==> config.mk <==
export PLATFORM = sky130hd
export DESIGN_NAME = reg_hex_dump
export DESIGN_NICKNAME = d
export VERILOG_FILES = /design/src/rtl/reg_hex_dump.sv
export SDC_FILE = /design/constraint.sdc
export NUM_CORES = 1
export LEC_CHECK = 0
export ABC_CLOCK_PERIOD_IN_PS = 3430
export BUFFER_PORTS_ARGS = -buffer_cell sky130_fd_sc_hd__buf_4
export CAP_MARGIN = 20
export CELL_PAD_IN_SITES_DETAIL_PLACEMENT = 1
export CELL_PAD_IN_SITES_GLOBAL_PLACEMENT = 2
export CORE_AREA = 2 2 100 102
export DETAILED_ROUTE_END_ITERATION = 8
export DIE_AREA = 0 0 102 104
export GPL_TIMING_DRIVEN = 0
export PLACE_DENSITY = 0.89
export RECOVER_POWER = 50
export SYNTH_ARGS = -nofsm -noshare
export SYNTH_HDL_FRONTEND = slang
export SYNTH_SLANG_ARGS = --single-unit
==> constraint.sdc <==
create_clock -name i_clk -period 3.43 [get_ports i_clk]
set_input_delay 0.5145 -clock i_clk [delete_from_list [all_inputs] [get_ports i_clk]]
set_output_delay 0.5145 -clock i_clk [all_outputs]
set_load 0.02 [all_outputs]
==> src/rtl/reg_hex_dump.sv <==
// Register-bus hex dumper: reads consecutive device registers and
// prints them as uppercase hex lines through a polled UART port.
module reg_hex_dump #(
  parameter int ADDR_W      = 4,
  parameter int DATA_W      = 8,
  parameter int CNT_W       = 8,
  parameter int PER_LINE    = 4,
  parameter int ACK_TIMEOUT = 15
) (
  input  logic              i_clk,
  input  logic              i_rst_n,
  input  logic              i_start,
  input  logic [ADDR_W-1:0] i_base_addr,
  input  logic [CNT_W-1:0]  i_count,
  output logic              o_busy,
  output logic              o_done,
  output logic              o_err,
  output logic              o_dev_en,
  output logic              o_dev_wr,
  output logic [ADDR_W-1:0] o_dev_addr,
  input  logic              i_dev_ack,
  input  logic [DATA_W-1:0] i_dev_data,
  output logic              o_uart_en,
  output logic              o_uart_wr,
  output logic [3:0]        o_uart_addr,
  output logic [7:0]        o_uart_wdata,
  input  logic [7:0]        i_uart_rdata
);

  localparam int AD   = (ADDR_W + 3) / 4;
  localparam int DD   = DATA_W / 4;
  localparam int CMAX = (AD > DD) ? AD : DD;
  localparam int CI_W = $clog2(CMAX + 2);
  localparam int LN_W = (PER_LINE > 1) ? $clog2(PER_LINE) : 1;
  localparam int TO_W = $clog2(ACK_TIMEOUT + 1);

  typedef enum logic [3:0] {
    S_IDLE, S_RD, S_POLL, S_PDROP, S_PCHK,
    S_SEND, S_SEND_END, S_DONE
  } state_t;

  typedef enum logic [1:0] {
    PH_HDR, PH_ITEM, PH_EOL
  } phase_t;

  state_t            r_state;
  state_t            w_nxt;
  phase_t            r_ph;
  logic [CI_W-1:0]   r_ci;
  logic [ADDR_W-1:0] r_addr;
  logic [ADDR_W-1:0] r_line_addr;
  logic [CNT_W-1:0]  r_rem;
  logic [LN_W-1:0]   r_ln;
  logic [TO_W-1:0]   r_tmo;
  logic [DATA_W-1:0] r_data;
  logic              r_to;
  logic              r_err;

  logic              r_busy, r_done, r_dev_en;
  logic              r_uart_en, r_uart_wr;
  logic [3:0]        r_uart_addr;
  logic [7:0]        r_uart_wdata;

  logic              w_busy, w_done, w_dev_en;
  logic              w_uart_en, w_uart_wr;
  logic [3:0]        w_uart_addr;
  logic [7:0]        w_uart_wdata;
  logic [7:0]        w_char;
  logic              w_plast;
  logic              w_last;
  logic              w_full;
  logic              w_tmo_hit;
  logic [AD*4-1:0]   w_apad;

  function automatic logic [7:0] hex(input logic [3:0] n);
    return (n < 4'd10) ? 8'h30 + {4'h0, n}
                       : 8'h37 + {4'h0, n};
  endfunction

  assign w_apad    = (AD*4)'(r_line_addr);
  assign w_last    = (r_rem == CNT_W'(1));
  assign w_full    = (r_ln == LN_W'(PER_LINE - 1));
  assign w_tmo_hit = (r_tmo == TO_W'(ACK_TIMEOUT - 1));

  always_comb begin
    w_char  = 8'h00;
    w_plast = 1'b0;
    unique case (r_ph)
      PH_HDR: begin
        w_plast = (r_ci == CI_W'(AD));
        if (w_plast) w_char = 8'h3A;
        else w_char = hex(4'(w_apad >> (4*(AD-1-int'(r_ci)))));
      end
      PH_ITEM: begin
        w_plast = (r_ci == CI_W'(DD));
        if (r_ci == '0) w_char = 8'h20;
        else if (r_to) w_char = 8'h3F;
        else w_char = hex(4'(r_data >> (4*(DD-int'(r_ci)))));
      end
      PH_EOL: begin
        w_plast = (r_ci == CI_W'(1));
        w_char  = (r_ci == '0) ? 8'h0D : 8'h0A;
      end
      default: ;
    endcase
  end

  always_ff @(posedge i_clk) begin
    if (!i_rst_n) r_state <= S_IDLE;
    else          r_state <= w_nxt;
  end

  always_comb begin
    w_nxt = r_state;
    unique case (r_state)
      S_IDLE:
        if (i_start)
          w_nxt = (i_count == '0) ? S_DONE : S_POLL;
      S_RD:
        if (i_dev_ack || w_tmo_hit) w_nxt = S_POLL;
      S_POLL:  w_nxt = S_PDROP;
      S_PDROP: w_nxt = S_PCHK;
      S_PCHK:
        w_nxt = (i_uart_rdata != 8'h00) ? S_SEND : S_POLL;
      S_SEND:  w_nxt = S_SEND_END;
      S_SEND_END: begin
        if (!w_plast) w_nxt = S_POLL;
        else unique case (1'b1)
          (r_ph == PH_HDR):  w_nxt = S_RD;
          (r_ph == PH_ITEM):
            w_nxt = (w_last || w_full) ? S_POLL : S_RD;
          default:
            w_nxt = (r_rem == '0) ? S_DONE : S_POLL;
        endcase
      end
      S_DONE:  w_nxt = S_IDLE;
      default: w_nxt = S_IDLE;
    endcase

    w_busy       = (w_nxt != S_IDLE) && (w_nxt != S_DONE);
    w_done       = (w_nxt == S_DONE);
    w_dev_en     = (w_nxt == S_RD);
    w_uart_en    = (w_nxt == S_POLL) || (w_nxt == S_SEND);
    w_uart_wr    = (w_nxt == S_SEND);
    w_uart_addr  = (w_nxt == S_SEND) ? 4'h1 : 4'h0;
    w_uart_wdata = (w_nxt == S_SEND) ? w_char : 8'h00;
  end

  always_ff @(posedge i_clk) begin
    if (!i_rst_n) begin
      r_ph         <= PH_HDR;
      r_ci         <= '0;
      r_addr       <= '0;
      r_line_addr  <= '0;
      r_rem        <= '0;
      r_ln         <= '0;
      r_tmo        <= '0;
      r_data       <= '0;
      r_to         <= 1'b0;
      r_err        <= 1'b0;
      r_busy       <= 1'b0;
      r_done       <= 1'b0;
      r_dev_en     <= 1'b0;
      r_uart_en    <= 1'b0;
      r_uart_wr    <= 1'b0;
      r_uart_addr  <= 4'h0;
      r_uart_wdata <= 8'h00;
    end else begin
      r_busy       <= w_busy;
      r_done       <= w_done;
      r_dev_en     <= w_dev_en;
      r_uart_en    <= w_uart_en;
      r_uart_wr    <= w_uart_wr;
      r_uart_addr  <= w_uart_addr;
      r_uart_wdata <= w_uart_wdata;
      r_tmo        <= '0;
      unique case (r_state)
        S_IDLE:
          if (i_start) begin
            r_addr      <= i_base_addr;
            r_line_addr <= i_base_addr;
            r_rem       <= i_count;
            r_ln        <= '0;
            r_ph        <= PH_HDR;
            r_ci        <= '0;
            r_err       <= 1'b0;
          end
        S_RD: begin
          r_tmo <= r_tmo + TO_W'(1);
          if (i_dev_ack) begin
            r_data <= i_dev_data;
            r_to   <= 1'b0;
          end else if (w_tmo_hit) begin
            r_to  <= 1'b1;
            r_err <= 1'b1;
          end
          if (i_dev_ack || w_tmo_hit) begin
            r_ph <= PH_ITEM;
            r_ci <= '0;
          end
        end
        S_SEND_END: begin
          if (!w_plast) r_ci <= r_ci + CI_W'(1);
          else begin
            r_ci <= '0;
            if (r_ph == PH_ITEM) begin
              r_rem  <= r_rem - CNT_W'(1);
              r_addr <= r_addr + ADDR_W'(1);
              r_ln   <= r_ln + LN_W'(1);
              if (w_last || w_full) r_ph <= PH_EOL;
            end else if (r_ph == PH_EOL) begin
              r_ph        <= PH_HDR;
              r_line_addr <= r_addr;
              r_ln        <= '0;
            end
          end
        end
        default: ;
      endcase
    end
  end

  assign o_busy       = r_busy;
  assign o_done       = r_done;
  assign o_err        = r_err;
  assign o_dev_en     = r_dev_en;
  assign o_dev_wr     = 1'b0;
  assign o_dev_addr   = r_addr;
  assign o_uart_en    = r_uart_en;
  assign o_uart_wr    = r_uart_wr;
  assign o_uart_addr  = r_uart_addr;
  assign o_uart_wdata = r_uart_wdata;

endmodule

# ---- Yosys cells after proc, flatten, opt, wreduce, memory -nomap -nowiden
# Index checks and enable logic that the tools add are counted.
dict set report totals {
  ff_bits 57
  input_bits 32
  output_inout_bits 23
  elab_cells 135
}
dict set report op_classes {
  n_addsub 11
  magnitude_cmp 2
  eq_ne 28
  shifts 2
  n_mux 48
  n_reduce_logical 26
}
# op n
set op_table {}
lappend op_table {{$mux 7} 5}
lappend op_table {{$mux 4} 8}
lappend op_table {{$shr 4x32->4} 1}
lappend op_table {{$shr 8x32->4} 1}
lappend op_table {{$add 6x4->7 const A} 4}
lappend op_table {{$pmux 4 s7} 1}
lappend op_table {{$mux 8} 3}
lappend op_table {{$mux 2} 11}
lappend op_table {{$pmux 7 s3} 1}
lappend op_table {{$eq 4x3->1 const B} 5}
lappend op_table {{$logic_not 8->1} 2}
lappend op_table {{$ne 2x2->1 const B} 8}
lappend op_table {{$pmux 4 s2} 2}
lappend op_table {{$pmux 8 s2} 1}
lappend op_table {{$mux 3} 5}
lappend op_table {{$eq 4x2->1 const B} 3}
lappend op_table {{$pmux 2 s3} 2}
lappend op_table {{$reduce_and 4->1} 3}
lappend op_table {{$add 4x1->4 const B} 2}
lappend op_table {{$eq 4x1->1 const B} 2}
lappend op_table {{$eq 8x1->1 const B} 1}
lappend op_table {{$lt 4x4->1 const B} 2}
lappend op_table {{$reduce_and 2->1} 4}
lappend op_table {{$reduce_bool 8->1} 1}
lappend op_table {{other kinds (24)} 39}

# ---- Longest topological paths before layout
# Gate-level depths: netlist of run 1.
dict set report logic_depth {
  word_depth 8
  ltp_mapped 12
  ltp_nobuf 10
}

# ---- Least setup slack after synthesis of run 1
# OpenSTA, ideal clock, no wires.
dict set report synth_timing {
  path_type {reg-to-reg}
  from {register r_ci[0]}
  to {register r_uart_wdata[6], in the netlist o_uart_wdata[6]}
  t_arrival_ns 2.318
  slack_ns 1.020
  stages_incl_launch_ff 12
  period_less_slack_ns 2.410
  cell_sequence {dfxtp_1 buf_2 inv_1 ha_1 nand2b_1 clkbuf_1 or2_2 ha_1 nor3_1 o21ai_0 o32a_1 nor4_1}
}
dict set report synth_between {
  elab_chain_len 7
}
# item line
set synth_rtl {}
lappend synth_rtl {{start: declaration} 49} ;# logic [CI_W-1:0] r_ci;
lappend synth_rtl {{start signal: assignment} 203} ;# if (!w_plast) r_ci <= r_ci + CI_W'(1);
lappend synth_rtl {{$sub 2x2->3} 98} ;# else w_char = hex(4'(r_data >> (4*(DD-int'(r_ci)))));
lappend synth_rtl {{$shr 8x32->4} 98}
lappend synth_rtl {{$add 6x4->7, or another cell as far along} 77} ;# : 8'h37 + {4'h0, n};
lappend synth_rtl {{$mux 7} 76} ;# return (n < 4'd10) ? 8'h30 + {4'h0, n}
lappend synth_rtl {{$mux 7} 97} ;# else if (r_to) w_char = 8'h3F;
lappend synth_rtl {{$mux 7} 96} ;# if (r_ci == '0) w_char = 8'h20;
lappend synth_rtl {{$pmux 7 s3} 88} ;# unique case (r_ph)
lappend synth_rtl {{end signal: assignment} 175} ;# r_uart_wdata <= w_uart_wdata;
lappend synth_rtl {{end: declaration} 62} ;# logic [7:0] r_uart_wdata;
# Parallel ways exist; a longest one is shown, timed or not.
# A chain may end at the register's enable or synchronous reset.

# ---- Final worst setup path of run 1
# Same ends and word-level chain as after synthesis.

==> results of run 1 <==
area by class of cell:
cell class	count	share of cell area, %
Sequential cell	52	28.7
Clock buffer	5	1.89
Timing Repair Buffer	49	8.27
Clock inverter	3	0.620
Inverter	22	2.27
Multi-Input combinational cell	279	50.1
Buffer	26	3.65
Tap cell	133	4.58
synth_stat cells (2+ instances only):
master                       n
sky130_fd_sc_hd__a32oi_1     2
sky130_fd_sc_hd__o31ai_1     4
sky130_fd_sc_hd__a2111oi_0   5
sky130_fd_sc_hd__or2_0       2
sky130_fd_sc_hd__nand3_1    16
sky130_fd_sc_hd__o21ai_0    15
sky130_fd_sc_hd__nor3b_1     3
sky130_fd_sc_hd__xor2_1      2
sky130_fd_sc_hd__a21boi_0    2
sky130_fd_sc_hd__nor3_1     12
sky130_fd_sc_hd__o311a_1     2
sky130_fd_sc_hd__o221a_2     3
sky130_fd_sc_hd__or3_1       3
sky130_fd_sc_hd__a31o_2      2
sky130_fd_sc_hd__buf_4       7
sky130_fd_sc_hd__inv_1      21
sky130_fd_sc_hd__buf_2       8
sky130_fd_sc_hd__dfxtp_1    52
sky130_fd_sc_hd__a211oi_2    2
sky130_fd_sc_hd__xnor2_1     3
sky130_fd_sc_hd__ha_1       18
sky130_fd_sc_hd__a211oi_1    8
sky130_fd_sc_hd__a22oi_1     2
sky130_fd_sc_hd__a21oi_1    29
sky130_fd_sc_hd__a2bb2oi_1   2
sky130_fd_sc_hd__and3_1      2
sky130_fd_sc_hd__mux2i_1     5
sky130_fd_sc_hd__a21o_1      2
sky130_fd_sc_hd__and2_1      6
sky130_fd_sc_hd__o22ai_1     2
sky130_fd_sc_hd__o21a_1      3
sky130_fd_sc_hd__nor2_1     38
sky130_fd_sc_hd__a31oi_1     7
sky130_fd_sc_hd__nand2_1    29
sky130_fd_sc_hd__nand2b_1    4
sky130_fd_sc_hd__clkbuf_1   11
sky130_fd_sc_hd__nor2b_1     2
sky130_fd_sc_hd__nor4_1      7
sky130_fd_sc_hd__a311oi_1    2
worst paths after layout:
kind                                      to  slack [ns]  depth (start not counted)
setup / recovery  o_uart_wdata[6]$_SDFF_PN0_        0.66                         11
hold / removal        r_data[6]$_SDFFE_PN0P_        0.46                          3
setup reg to reg  o_uart_wdata[6]$_SDFF_PN0_        0.66                         11
hold reg to reg       r_data[3]$_SDFFE_PN0P_        0.46                          2
flip-flops by register name, summed over array words and instances (netlist names):
register and count:
o_busy 1, r_state 4, o_err 1, r_ci 2, o_done 1, r_data 8
r_rem 8, r_ph 2, r_to 1, r_line_addr 4, o_uart_en 1, o_uart_wr 1
r_ln 2, o_uart_wdata 7, o_dev_addr 4, r_tmo 4, o_dev_en 1
routing by layer:
metal  wire length, microns  track usage (%)
met5                      0                0
met2                   4340             29.2
met4                     71             4.10
met3                    224             3.09
met1                   4060             22.2
tightest hold or removal path: stages:
cell and delay, ns:
sky130_fd_sc_hd__buf_4 0.10, sky130_fd_sc_hd__nand3_1 0.05, sky130_fd_sc_hd__a21oi_1 0.05
stage by stage:
step | area [sq um] | power, mW | hold WS (ns) | worst slack [ns] | util (%)
CTS | 3710 | 1.20 | 0.442 | 0.653 | 38.8
global placement | 3610 | 0.825 | 0.441 | 0.707 | 37.9
floorplan | 3080 | 0.758 | 0.430 | 1.02 | -
finish | 3630 | 1.18 | 0.457 | 0.657 | 38.0
detailed placement | 3610 | 0.830 | 0.449 | 0.679 | 37.9
global route | 3630 | 1.24 | 0.461 | 0.330 | 38.0
power by group:
group	leakage (nW)	switching (mW)	internal (mW)
clock	0.0485	0.219	0.147
combinational	0.920	0.0963	0.0776
sequential	0.422	0.0183	0.620
total	1.39	0.334	0.844
cells by family after synthesis:
| group | count (synthesis) | synth area share, % |
|---|---|---|
| XOR/XNOR | 5 | 1.43 |
| other | 1 | 0.122 |
| flip-flops | 52 | 34.0 |
| adder cells (fa/ha/maj) | 18 | 7.36 |
| buffers and inverters | 48 | 7.07 |
| multiplexers | 5 | 1.63 |
| AND/OR/NAND/NOR | 134 | 22.3 |
| AO/OA/AOI/OAI | 111 | 26.1 |
==> out/metrics.yaml, run 1 <==
worst_slew_pin_slew_ns: 0.933
dr_total_vias: 2932
setup-violations-final: 0
synthesis.area_sq_mm: 0.00306
place.port_buffers: 49
grt_max_degree: 18
cap_violations: 0
cts_root_buffer: "sky130_fd_sc_hd__clkbuf_8"
synth-edff-count: 0
number_of_global_route_vias_before_repair: 3054
unrepaired_setup_endpoints_after_global_routing: "false"
maxSlewHeadroom_pct: 37.3
routed_via_density: 5.15
r2r_start: "r_ci[0]$_SDFFE_PN0P_"
place_hpwl_microns: 6770
static-leakage-power_nw: 1.39
cp_num_buf_inv: 3
hold_violations: 0
syn-mean-instance-area_sq_um: 8.19
dieWidth_microns: 102
ys.warnings.count: 0
core-area_sq_mm: 0.00955
ff_latch_area_sq_mm: 0.00104
crit_type: "flip-flop to flip-flop"
die_height_microns: 104
setup_tns_ns: 0
layout.cells.most_common: "sky130_fd_sc_hd__dfxtp_1"
nFillCells: 1210
synth_seq_cells: 52
cellPowerDensity_mw_per_mm2: 324
ranking_of_synthesized_cells_by_area: "sky130_fd_sc_hd__dfxtp_1 (34%), sky130_fd_sc_hd__ha_1 (7.4%), sky130_fd_sc_hd__a21oi_1 (4.7%)"
global_route.usage.total_pct: 17.1
antennaDiodeCount: 0
global_route.overflow_total: 0
clock_latency_ns: 0.31
holdCritPathClass: "input port to flip-flop"
clock-sinks: 52
synthDominantAreaCellType: "sky130_fd_sc_hd__dfxtp_1"
worst_path_max_stage_delay_ns: 0.37
max_freq_mhz: 361
final.min_clock_period_ns: 2.77
largest_voltage_drop_on_the_vdd_net_v: 0.000184
number_of_remaining_drc_errors: 0
tritoncts: "built"
post-route-period-util_pct: 80.8
setup.worst_path.start: "r_ci[0]$_SDFFE_PN0P_"
yosys.cell_types.count: 68
start_util_pct: 32.1
first_pass_iteration_count_of_the_detailed_router: 4
sequential_cell_area_fraction_in_the_yosys_report_pct: 34.0
final_antenna_net_count: 0
multi_input_area_sq_mm: 0.00182
design.final.nets: 485
cpMaxStageDelayCell: "sky130_fd_sc_hd__dfxtp_1"
end_kind: "flip-flop"
cts.repair.resized: 0
timing.hold.worst.start: "i_dev_data[6]"
cpMostUsedCell: "sky130_fd_sc_hd__ha_1"
path_cells: "buf_2 > inv_1 > ha_1 > nand2b_1 > clkbuf_1 > or2_2 > ha_1 > nor3_1 > o21ai_0 > o32a_1 > nor4_1"
setup.worst_path.start_class: "flip-flop"
clk_transition_reported_paths_ns: 0.10
floorplan.rows: 36
fin_worst_skew_ns: 0.00897
number_of_buffers_inserted_to_repair_setup_after_cts: 0
ys.flop_type: "sky130_fd_sc_hd__dfxtp_1"
layout-area-overhead-vs-synth_pct: 18.6
cp_data_arrival_time_ns: 2.98
cts_made_buffers: 5
placed_cells_incl_taps: 561
die_area_sq_mm: 0.0106
drive_gt1_share_pct: 15.8
post_layout_nonfiller_instances: 569
max-clock-path-buffers: 2
drv_slew: 0
synth_largest_type_area_fraction_pct: 34.0
synth-async-reset-ratio_pct: 0
pin_count: 55
cp_top_family: "simple AND/OR/NAND/NOR gates"
crit_fanout: 9
antenna_found_initial: 0
finalWeightedCongestion: 0.814
synthCells: 374
layout.cells.most_common_list: "sky130_fd_sc_hd__dfxtp_1 (52), sky130_fd_sc_hd__nor2_1 (38), sky130_fd_sc_hd__buf_4 (38), sky130_fd_sc_hd__clkbuf_1 (30)"
cts.hold.buffers_added: 0
h-tree-depth: 2
drt-total-wl_microns: 8700
worst-endpoint-required_ns: 3.64
first_pass_grt_wire_length_microns: 14700
status: "completed"
avgRoutedWirePerCell_microns: 15.3
drt_iter0_drc: 137
(Power assumes the default switching activity.)
==> inputs of run 2 (changes only) <==
==> config.mk (replaced) <==
export PLATFORM = sky130hd
export DESIGN_NAME = reg_hex_dump
export DESIGN_NICKNAME = d
export VERILOG_FILES = /design/src/rtl/reg_hex_dump.sv
export SDC_FILE = /design/constraint.sdc
export NUM_CORES = 1
export LEC_CHECK = 0
export ABC_AREA = 1
export ABC_CLOCK_PERIOD_IN_PS = 2650
export BUFFER_PORTS_ARGS = -buffer_cell sky130_fd_sc_hd__buf_4
export CAP_MARGIN = 20
export CELL_PAD_IN_SITES_DETAIL_PLACEMENT = 1
export CELL_PAD_IN_SITES_GLOBAL_PLACEMENT = 2
export CORE_AREA = 2 2 105 107
export DETAILED_ROUTE_END_ITERATION = 8
export DIE_AREA = 0 0 107 109
export GPL_TIMING_DRIVEN = 0
export PLACE_DENSITY = 0.88
export RECOVER_POWER = 50
export SYNTH_ARGS = -nofsm -noshare
export SYNTH_HDL_FRONTEND = slang
export SYNTH_SLANG_ARGS = --single-unit
==> constraint.sdc (replaced) <==
create_clock -name i_clk -period 2.65 [get_ports i_clk]
set_input_delay 0.3975 -clock i_clk [delete_from_list [all_inputs] [get_ports i_clk]]
set_output_delay 0.3975 -clock i_clk [all_outputs]
set_load 0.02 [all_outputs]
==> run 2 against run 1 <==
  * Maximum frequency up 20%
  * Sequential share of layout area is 0.35 points lower
  * Power grew 39%
  * Global-route usage is 1.4 points lower
  * Clock skew barely moved
  * Combinational power grew 74%
  * Core utilization is 3.3 points lower
  * Die area grew 9.9%
  * Register-to-register slack got worse by 0.31 ns
  * Via count rose by 6.1%
  * Critical endpoint is now o_uart_wdata[4]$_SDFF_PN0_
  * Largest power group unchanged
  * Critical path depth increased by 3
  * First-iteration DRC count decreased by 20%
==> out/metrics.yaml, run 2 <==
status: "completed"
dieWidth_microns: 107  # +4.9%
worst_slew_pin_slew_ns: 0.660  # -0.273 ns
die_height_microns: 109  # +4.8%
setup.worst_path.start_class: "flip-flop"
total_switching_power_mw: 0.474  # +42%
maxSlewHeadroom_pct: 55.7  # +18 points
antenna_found_initial: 0  # unchanged
syn-mean-instance-area_sq_um: 6.47  # -21%
largest_voltage_drop_on_the_vdd_net_v: 0.000190  # +3.0%
design.final.nets: 589  # +21%
max_freq_mhz: 434  # +20%
fin_total_pwr_mw: 1.63  # +39%
synthDominantAreaCellType: "sky130_fd_sc_hd__dfxtp_1"
r2r_start: "r_ci[0]$_SDFFE_PN0P_"
swShare_pct: 29.0  # +0.67 points
clock_latency_ns: 0.31  # about the same
power_frac_seq_pct: 51.1  # -3.1 points
crit_fanout: 12  # +3
setup_tns_ns: 0  # unchanged
crit_type: "flip-flop to flip-flop"
cts.hold.buffers_added: 0  # unchanged
global_route.overflow_total: 0  # unchanged
drv_slew: 0  # unchanged
start_util_pct: 29.1  # -2.9 points
first_pass_iteration_count_of_the_detailed_router: 4  # unchanged
static-leakage-power_nw: 1.69  # +21%
synthCells: 478  # +28%
layout.cells.most_common_list: "sky130_fd_sc_hd__nand2_1 (130), sky130_fd_sc_hd__nor2_1 (74), sky130_fd_sc_hd__inv_1 (56), sky130_fd_sc_hd__dfxtp_1 (51), sky130_fd_sc_hd__buf_4 (38)"
finalWeightedCongestion: 0.785  # -3.5%
avgRoutedWirePerCell_microns: 12.8  # -16%
unrepaired_setup_endpoints_after_global_routing: "false"
core-area_sq_mm: 0.0106  # +11%
drive_gt1_share_pct: 12.4  # -3.4 points
cts_root_buffer: "sky130_fd_sc_hd__clkbuf_8"
synth-edff-count: 0  # unchanged
h-tree-depth: 2  # unchanged
layout.cells.most_common: "sky130_fd_sc_hd__nand2_1"
worst-endpoint-required_ns: 2.85  # -0.79 ns
post-route-period-util_pct: 86.9  # +6.0 points
layout-area-overhead-vs-synth_pct: 19.1
final.min_clock_period_ns: 2.30  # -0.471 ns
synth_seq_cells: 52  # unchanged
final_antenna_net_count: 0  # unchanged
floorplan.rows: 38  # +5.6%
drt-total-wl_microns: 8720  # +0.23%
cap_violations: 0  # unchanged
ranking_of_synthesized_cells_by_area: "sky130_fd_sc_hd__dfxtp_1 (34%), sky130_fd_sc_hd__nand2_1 (16%), sky130_fd_sc_hd__nor2_1 (8.9%)"
synth_top_cells_by_count: "sky130_fd_sc_hd__nand2_1 (129), sky130_fd_sc_hd__nor2_1 (73), sky130_fd_sc_hd__inv_1 (55)"
ys.flop_type: "sky130_fd_sc_hd__dfxtp_1"
synth-async-reset-ratio_pct: 0  # unchanged
hold_violations: 0  # unchanged
final.hold.worst_slack_ns: 0.315  # -0.142 ns
pin_count: 55  # unchanged
fin_worst_skew_ns: 0.00942  # +0.000450 ns
holdCritPathClass: "input port to flip-flop"
routed_via_density: 4.58  # -11%
number_of_global_route_vias_before_repair: 3157  # +3.4%
cts.repair.resized: 0  # unchanged
global_route.usage.total_pct: 15.8  # -1.4 points
cp_data_arrival_time_ns: 2.51  # -0.47 ns
synth_largest_type_area_fraction_pct: 33.7  # -0.32 points
cellPowerDensity_mw_per_mm2: 444  # +37%
tritoncts: "built"
sequential_cell_area_fraction_in_the_yosys_report_pct: 33.7  # -0.32 points
clk_transition_reported_paths_ns: 0.09  # about the same
cts_made_buffers: 5  # unchanged
setup-violations-final: 0  # unchanged
yosys.cell_types.count: 33  # -51%
end_kind: "flip-flop"
power.share.combinational_pct: 18.5  # +3.7 points
clock_power_share_pct: 30.3  # -0.8 points
max-clock-path-buffers: 2  # unchanged
synthesis.area_sq_mm: 0.00309  # +0.94%
number_of_buffers_inserted_to_repair_setup_after_cts: 0  # unchanged
p_int_mw: 1.16  # +37%
clock-sinks: 52  # unchanged
timing.hold.worst.start: "i_dev_data[0]"
place.port_buffers: 49  # unchanged
place_hpwl_microns: 7120  # +5.1%
setup.worst_path.start: "r_ci[0]$_SDFFE_PN0P_"
ys.warnings.count: 0  # unchanged
grt_max_degree: 15  # -3
die_area_sq_mm: 0.0117  # +9.9%
yosys.cell_count.top_type: "sky130_fd_sc_hd__nand2_1"
dr_total_vias: 3111  # +6.1%
drt_iter0_drc: 109  # -20%
first_pass_grt_wire_length_microns: 14700  # +0.42%
number_of_remaining_drc_errors: 0  # unchanged
antennaDiodeCount: 0  # unchanged
[run 2: power groups by stage]
stage               Combinational (mW)  Sequential (mW)  Clock (mW)
finish                           0.303            0.835       0.495
global route                     0.347            0.841       0.542
CTS                              0.316            0.836       0.512
detailed placement               0.314            0.855           0
global placement                 0.305            0.853           0
floorplan                        0.195            0.857           0
[run 2: area by class of cell]
type | count | area (sq um)
fill | 1381 | 6920
multi-input combinational | 359 | 1760
sequential | 52 | 1040
timing repair buffer | 49 | 300
inverter | 57 | 214
tap | 140 | 175
clock buffer | 7 | 96.3
buffer | 15 | 92.6
[run 2: worst max-delay path: stages, from the launching register on]
cell                      delay [ns]
sky130_fd_sc_hd__dfxtp_2        0.43
sky130_fd_sc_hd__inv_2          0.13
sky130_fd_sc_hd__ha_1           0.33
sky130_fd_sc_hd__inv_1          0.05
sky130_fd_sc_hd__nor2_2         0.15
sky130_fd_sc_hd__inv_1          0.07
sky130_fd_sc_hd__nor3_2         0.17
sky130_fd_sc_hd__inv_1          0.08
sky130_fd_sc_hd__ha_1           0.20
sky130_fd_sc_hd__nand2_1        0.10
sky130_fd_sc_hd__inv_1          0.05
sky130_fd_sc_hd__nor3_1         0.23
sky130_fd_sc_hd__nor2_1         0.07
sky130_fd_sc_hd__nor2_1         0.09
sky130_fd_sc_hd__nor2_1         0.04
[run 2: logic make-up (layout without fill, tap and decap cells)]
kind of cell	after synthesis	after routing	synth area share (%)
other	1	6	0.121
and+or+nand+nor	260	260	35.5
DFF	52	52	33.7
adders and majority gates	18	18	7.29
xor gates and xnor gates	4	4	1.13
AOI/OAI and AO/OA	71	71	12.3
buffers and inverters	72	128	9.96
[run 2: worst paths after layout]
kind / slack (ns) / endpoint / cells after the start
worst max register to register: 0.35 / o_uart_wdata[4]$_SDFF_PN0_ / 14
worst min-delay path: 0.31 / r_data[0]$_SDFFE_PN0P_ / 3
worst min register to register: 0.46 / r_data[3]$_SDFFE_PN0P_ / 2
worst max-delay path: 0.35 / o_uart_wdata[4]$_SDFF_PN0_ / 14
[run 2: through the flow]
stage                     cell area, sq um  utilization [%]  cells  worst slack (ns)
after global routing                  3680             34.7    679            0.0200
after floorplan                       3110                -    483             0.481
after detailed placement              3650             34.4    672            0.0243
final                                 3680             34.7    679             0.348
after CTS                             3750             35.4    679            0.0118
after global placement                3650             34.4    672            0.0684
[run 2: layer usage]
layer / global-route usage [%] / vias to the layer above / share of wire [%]
met5: 0 / - / 0
met4: 3.25 / 0 / 0.89
met3: 2.57 / 6 / 2.4
met2: 29.0 / 36 / 50
met1: 19.4 / 1449 / 47
li1: - / 1620 / -
